$ cat config.mk
export PLATFORM = sky130hd
export DESIGN_NAME = fetch_buffer_flat
export DESIGN_NICKNAME = d
export VERILOG_FILES = /design/src/rtl/fetch_buffer_if.sv /design/src/rtl/fetch_buffer.sv /design/src/flat_wrapper.sv
export SDC_FILE = /design/constraint.sdc
export NUM_CORES = 1
export LEC_CHECK = 0
export ABC_CLOCK_PERIOD_IN_PS = 6750
export BUFFER_PORTS_ARGS = -buffer_cell sky130_fd_sc_hd__buf_2
export CAP_MARGIN = 25
export CORE_MARGIN = 2
export CORE_UTILIZATION = 40
export CTS_BUF_LIST = sky130_fd_sc_hd__clkbuf_4 sky130_fd_sc_hd__clkbuf_8
export DETAILED_ROUTE_END_ITERATION = 12
export PLACE_DENSITY = 0.67
export SLEW_MARGIN = 0
export SYNTH_ARGS = -nofsm -noshare
export SYNTH_HDL_FRONTEND = slang
export SYNTH_SLANG_ARGS = --single-unit
$ cat constraint.sdc
create_clock -name clock -period 6.75 [get_ports clock]
set_input_delay 1.35 -clock clock [delete_from_list [all_inputs] [get_ports clock]]
set_output_delay 1.35 -clock clock [all_outputs]
set_load 0.02 [all_outputs]
$ cat src/rtl/fetch_buffer_if.sv
// fetch_buffer_if: instruction delivery handshake between fetch stage and CPU.
//   instr_valid  head of the fetch queue holds an instruction
//   instr_ready  CPU consumes the head this cycle
//   instr        instruction word at the head
//   instr_pc     address the head instruction was fetched from
// master = fetch stage, slave = CPU.
interface fetch_buffer_if #(
    parameter int AW = 15,
    parameter int DW = 16
);
    logic          instr_valid;
    logic          instr_ready;
    logic [DW-1:0] instr;
    logic [AW-1:0] instr_pc;
    modport master (output instr_valid, output instr, output instr_pc, input instr_ready);
    modport slave (input instr_valid, input instr, input instr_pc, output instr_ready);
endinterface

$ cat src/rtl/fetch_buffer.sv
// fetch_buffer: fetch stage that reads the instruction ROM and queues {pc, instr} for the CPU.
//   clock        rising-edge clock
//   reset_n      asynchronous active-low reset
//   rom_addr     ROM address, always equal to the fetch address
//   rom_data     combinational ROM word at rom_addr
//   bus          fetch_buffer_if.master: instr_valid/instr_ready/instr/instr_pc
//   jump         single-cycle redirect; flushes the queue, fetch restarts at jump_target
//   jump_target  redirect address
//   halt         stop fetching; queued entries still drain
//   fetch_count  pushes so far, saturating (FETCH_STATS_EN only, else 0)
//   flush_count  entries discarded by jumps, saturating (FETCH_STATS_EN only, else 0)
// Optional feature macro: FETCH_STATS_EN.
module fetch_buffer #(
    parameter int          DEPTH    = 4,
    parameter int          AW       = 15,
    parameter int          DW       = 16,
    parameter int unsigned RESET_PC = 0
) (
    input  logic          clock,
    input  logic          reset_n,
    output logic [AW-1:0] rom_addr,
    input  logic [DW-1:0] rom_data,
    fetch_buffer_if.master bus,
    input  logic          jump,
    input  logic [AW-1:0] jump_target,
    input  logic          halt,
    output logic [15:0]   fetch_count,
    output logic [15:0]   flush_count
);
    localparam int PW = $clog2(DEPTH);
    localparam logic [PW:0] FULL = (PW+1)'(DEPTH);

    logic [AW+DW-1:0] mem [DEPTH];
    logic [PW-1:0]    head, tail;
    logic [PW:0]      count;
    logic [AW-1:0]    fetch_pc;
    logic             push, pop;

    assign rom_addr        = fetch_pc;
    assign bus.instr_valid = count != '0;
    assign pop             = bus.instr_valid && bus.instr_ready;
    // a full queue may still accept when the head leaves on the same edge
    assign push            = !jump && !halt && (count != FULL || pop);
    assign {bus.instr_pc, bus.instr} = bus.instr_valid ? mem[head] : '0;

    always_ff @(posedge clock or negedge reset_n) begin
        if (!reset_n) begin
            fetch_pc <= AW'(RESET_PC);
            head     <= '0;
            tail     <= '0;
            count    <= '0;
        end else if (jump) begin
            // redirect wins: any handshake on this edge is discarded with the queue
            fetch_pc <= jump_target;
            head     <= '0;
            tail     <= '0;
            count    <= '0;
        end else begin
            if (push) begin
                tail     <= tail + PW'(1);
                fetch_pc <= fetch_pc + AW'(1);
            end
            if (pop)
                head <= head + PW'(1);
            count <= count + (PW+1)'(push) - (PW+1)'(pop);
        end
    end

    always_ff @(posedge clock)
        if (push)
            mem[tail] <= {fetch_pc, rom_data};

`ifdef FETCH_STATS_EN
    logic [15:0] fetch_cnt, flush_cnt;
    logic [16:0] flush_sum;

    assign flush_sum   = {1'b0, flush_cnt} + 17'(count);
    assign fetch_count = fetch_cnt;
    assign flush_count = flush_cnt;

    always_ff @(posedge clock or negedge reset_n) begin
        if (!reset_n) begin
            fetch_cnt <= '0;
            flush_cnt <= '0;
        end else begin
            if (push && fetch_cnt != 16'hFFFF)
                fetch_cnt <= fetch_cnt + 16'd1;
            if (jump)
                flush_cnt <= flush_sum[16] ? 16'hFFFF : flush_sum[15:0];
        end
    end
`else
    assign fetch_count = '0;
    assign flush_count = '0;
`endif
endmodule

$ cat src/flat_wrapper.sv
// flat-port wrapper written by rule: the top's interface ports become plain ports
module fetch_buffer_flat 
#(
    parameter int          DEPTH    = 4,
    parameter int          AW       = 15,
    parameter int          DW       = 16,
    parameter int unsigned RESET_PC = 0
)
  (clock, reset_n, rom_addr, rom_data, jump, jump_target, halt, fetch_count, flush_count, bus_instr_valid, bus_instr, bus_instr_pc, bus_instr_ready);
  fetch_buffer_if #(.AW(AW), .DW(DW)) bus_i ();
  input  logic clock;
  input  logic reset_n;
  output logic [AW-1:0] rom_addr;
  input  logic [DW-1:0] rom_data;
  input  logic jump;
  input  logic [AW-1:0] jump_target;
  input  logic halt;
  output logic [15:0] fetch_count;
  output logic [15:0] flush_count;
  output wire logic [$bits(bus_i.instr_valid)-1:0] bus_instr_valid;
  output wire logic [$bits(bus_i.instr)-1:0] bus_instr;
  output wire logic [$bits(bus_i.instr_pc)-1:0] bus_instr_pc;
  input wire logic [$bits(bus_i.instr_ready)-1:0] bus_instr_ready;
  assign bus_instr_valid = bus_i.instr_valid;
  assign bus_instr = bus_i.instr;
  assign bus_instr_pc = bus_i.instr_pc;
  assign bus_i.instr_ready = bus_instr_ready;
  fetch_buffer #(.DEPTH(DEPTH), .AW(AW), .DW(DW), .RESET_PC(RESET_PC)) u_core (.clock(clock), .reset_n(reset_n), .rom_addr(rom_addr), .rom_data(rom_data), .bus(bus_i), .jump(jump), .jump_target(jump_target), .halt(halt), .fetch_count(fetch_count), .flush_count(flush_count));
endmodule
==> impl_metrics.tcl <==
set metrics [dict create \
    status "finished, final reports clean" \
    via_per_inst 4.88 \
    ys_types 39 \
    first_pass_iters 4 \
    rrSetupSlack_ns 4.12 \
    path_delay_family "buffers and inverters" \
    die-area_mm2 0.0165 \
    post_cts_buffers 0 \
    max_freq_mhz 264 \
    cts_made_buffers 17 \
    routed_wl_um 11600 \
    fin_tns_setup_ns 0 \
    dpl.hpwl_um 7520 \
    layout-drive-gt1-share_pct 33.5 \
    regArea_mm2 0.00428 \
    power.density_mw_per_mm2 355 \
    wl_met1_um 5130 \
    dr.max_layer_used "met4" \
    avgRoutedWirePerCell_um 17.5 \
    holdPathStages 2 \
    start_kind "register" \
    rsz0062_at_grt "no" \
    r2r_end "u_core.count[2]" \
    crit_path_max_incr_delay_ns 0.60 \
    clk_pin_slew_ns 0.08 \
    die_x_um 129 \
    crit_end "bus_instr_pc[1]" \
    syn_inst 368 \
    num-fill-cells 1333 \
    grt_pass1_vias 3334 \
    multi_input_area_mm2 0.00172 \
    ir_drop_uv 131 \
    cts_hold_buf 0 \
    initial_core_util_pct 40.9 \
    hold_path.class "register to register" \
    clock_skew_ns 0.0107 \
    hold_start "u_core.count[2]" \
    placed_area_mm2 0.00673 \
    die_h_um 129 \
    power.leakage_uw 0.00260 \
    h-tree-depth 4 \
    end_kind "output pin" \
    diodes 0 \
    cts.sinks 146 \
    grt_max_degree 40 \
    cp.arrival_ns 2.44 \
    slew_viol_final 0 \
    timing.rr.start "u_core.count[1]" \
    path_max_fanout 22 \
    crit_type "register to output pin" \
    cts_max_path_buffers 2 \
    antenna_found_initial 0 \
    drc 0 \
    stdcell_area_mm2 0.00713 \
    syn_area_mm2 0.00621 \
    cts_tree "done" \
    mostFrequentLayoutCells "edfxtp_1, buf_2, and2_1" \
    drt-initial-drc-count 228 \
    relSlewSlack_pct 41.2 \
    grt_overflow 0 \
    reg2regPathDepth 10 \
    finalNetCount 502 \
    tightest_slew_ns 0.883 \
    period_needed_ns 3.79 \
    maxCapViolCount 0 \
    grt_use_total_pct 14.6 \
    yosysSeqAreaShare_pct 68.8 \
    grt_first_pass_wirelength_um 17900 \
    num_rows 45 \
    crit_required_ns 5.40 \
    io_pins 115 \
    worstPathCellList "buf_4 > mux4_2 > and2_1 > buf_2" \
    fin_crit_sh_pct 56.1 \
    dr_wl_met3_um 583 \
    ant_nets 0 \
    syn2layout_area_growth_pct 14.7 \
    dr_wl_met2_um 5700 \
    synth-seq-cells 146 \
    crit_cells 4 \
    crit_buf_inv 2 \
    yosysWarnings 0 \
    coreArea_mm2 0.0152 \
    final_common_cell "edfxtp_1" \
    root_buffer "clkbuf_8" \
    finalSetupViolCount 0 \
    clkLatencyLatePin_ns 0.43 \
    cp_slowest_cell "dfrtp_2" \
    synth.avg_cell_area_um2 16.9 \
    vias 3219 \
    final_hold_viol_count 0 \
    place_congestion 0.742 \
    io_buffers 82 \
    ctsResizeCount 0 \
    crit_start "u_core.head[0]" \
]
stage by stage:
step / cells / hold WS [ns] / worst slack (ns) / power (uW) / util (%)
after floorplan: 399 / 0.526 / 3.80 / 1650 / -
after global placement: 626 / 0.556 / 3.31 / 1850 / 44.1
after detailed placement: 627 / 0.581 / 3.25 / 1890 / 44.3
after CTS: 659 / 0.605 / 2.86 / 2560 / 46.9
after global routing: 659 / 0.634 / 2.76 / 2650 / 46.9
final: 659 / 0.594 / 2.96 / 2530 / 46.9
tightest hold or removal path, delay by kind of cell, from the launching register on:
family        cells  cell delay (ns)
simple gates      1             0.08
flops             1             0.39
xor+xnor          1             0.09
routing by layer:
metal / track usage (%) / vias to the layer above
met5: 0 / -
met4: 4.73 / 0
met3: 3.95 / 15
met2: 24.9 / 87
met1: 18.4 / 1617
li1: - / 1500
cells by family (layout without fill, tap and decap cells):
group | Yosys count | count (layout) | share of synthesized area, %
and+or+nand+nor | 91 | 91 | 8.50
AOI/OAI and AO/OA | 21 | 21 | 2.09
buffers and inverters | 55 | 127 | 5.44
other | 1 | 32 | 0.0604
adders and majority gates | 8 | 8 | 1.73
muxes | 32 | 32 | 11.4
DFF | 146 | 146 | 68.8
xor gates and xnor gates | 14 | 14 | 1.97
area by class of cell:
class	count	share of cell area (%)
clock buffer	18	3.39
inverter	7	0.369
sequential	146	60.0
timing repair buffer	88	6.67
multi-input combinational	198	24.1
tap	188	3.30
clock inverter	14	2.16
sequential cells by signal (all words and copies together), names as in the netlist:
signal / count
u_core.tail: 2
u_core.count: 3
u_core.rom_addr: 15
u_core.head: 2
u_core.mem: 124
synth_stat cells (all sizes together):
master       count  share of area [%]
nand3            7               0.56
mux2i            1               0.16
o21ai           14                1.1
ha               7                1.4
nor3b            2               0.24
o31a             1               0.14
nor2b            2               0.20
o41a             1               0.18
conb             1              0.060
nor4b            2               0.52
dlygate4sd1      1               0.14
nor4             2               0.20
nand2           18                1.1
inv              7               0.42
xnor2           12                1.7
nor3             3               0.24
or2              1               0.10
dfrtp           22                8.9
edfxtp         124                 60
nand4            2               0.20
a21oi            1              0.080
clkbuf           8               0.48
nand2b           1               0.10
nand4b           1               0.14
o311ai           3               0.42
xor2             2               0.28
a211o            1               0.14
nor2             9               0.54
buf             39                4.4
and2            36                3.6
and4             1               0.16
or4              1               0.18
or3              1               0.10
mux4            31                 11
and2b            2               0.28
fa               1               0.32
power by group:
part	internal [uW]	switching, uW
sequential	1050	64.0
combinational	324	424
clock	337	333
total	1710	821
worst min path at each step:
stage,end,slack (ns)
final,u_core.count[2],0.59
after global routing,u_core.count[2],0.63
after CTS,u_core.count[2],0.61
after detailed placement,u_core.count[2],0.58
after global placement,u_core.count[2],0.56
after floorplan,u_core.count[2],0.53
Power figures use the tool's default switching activity.
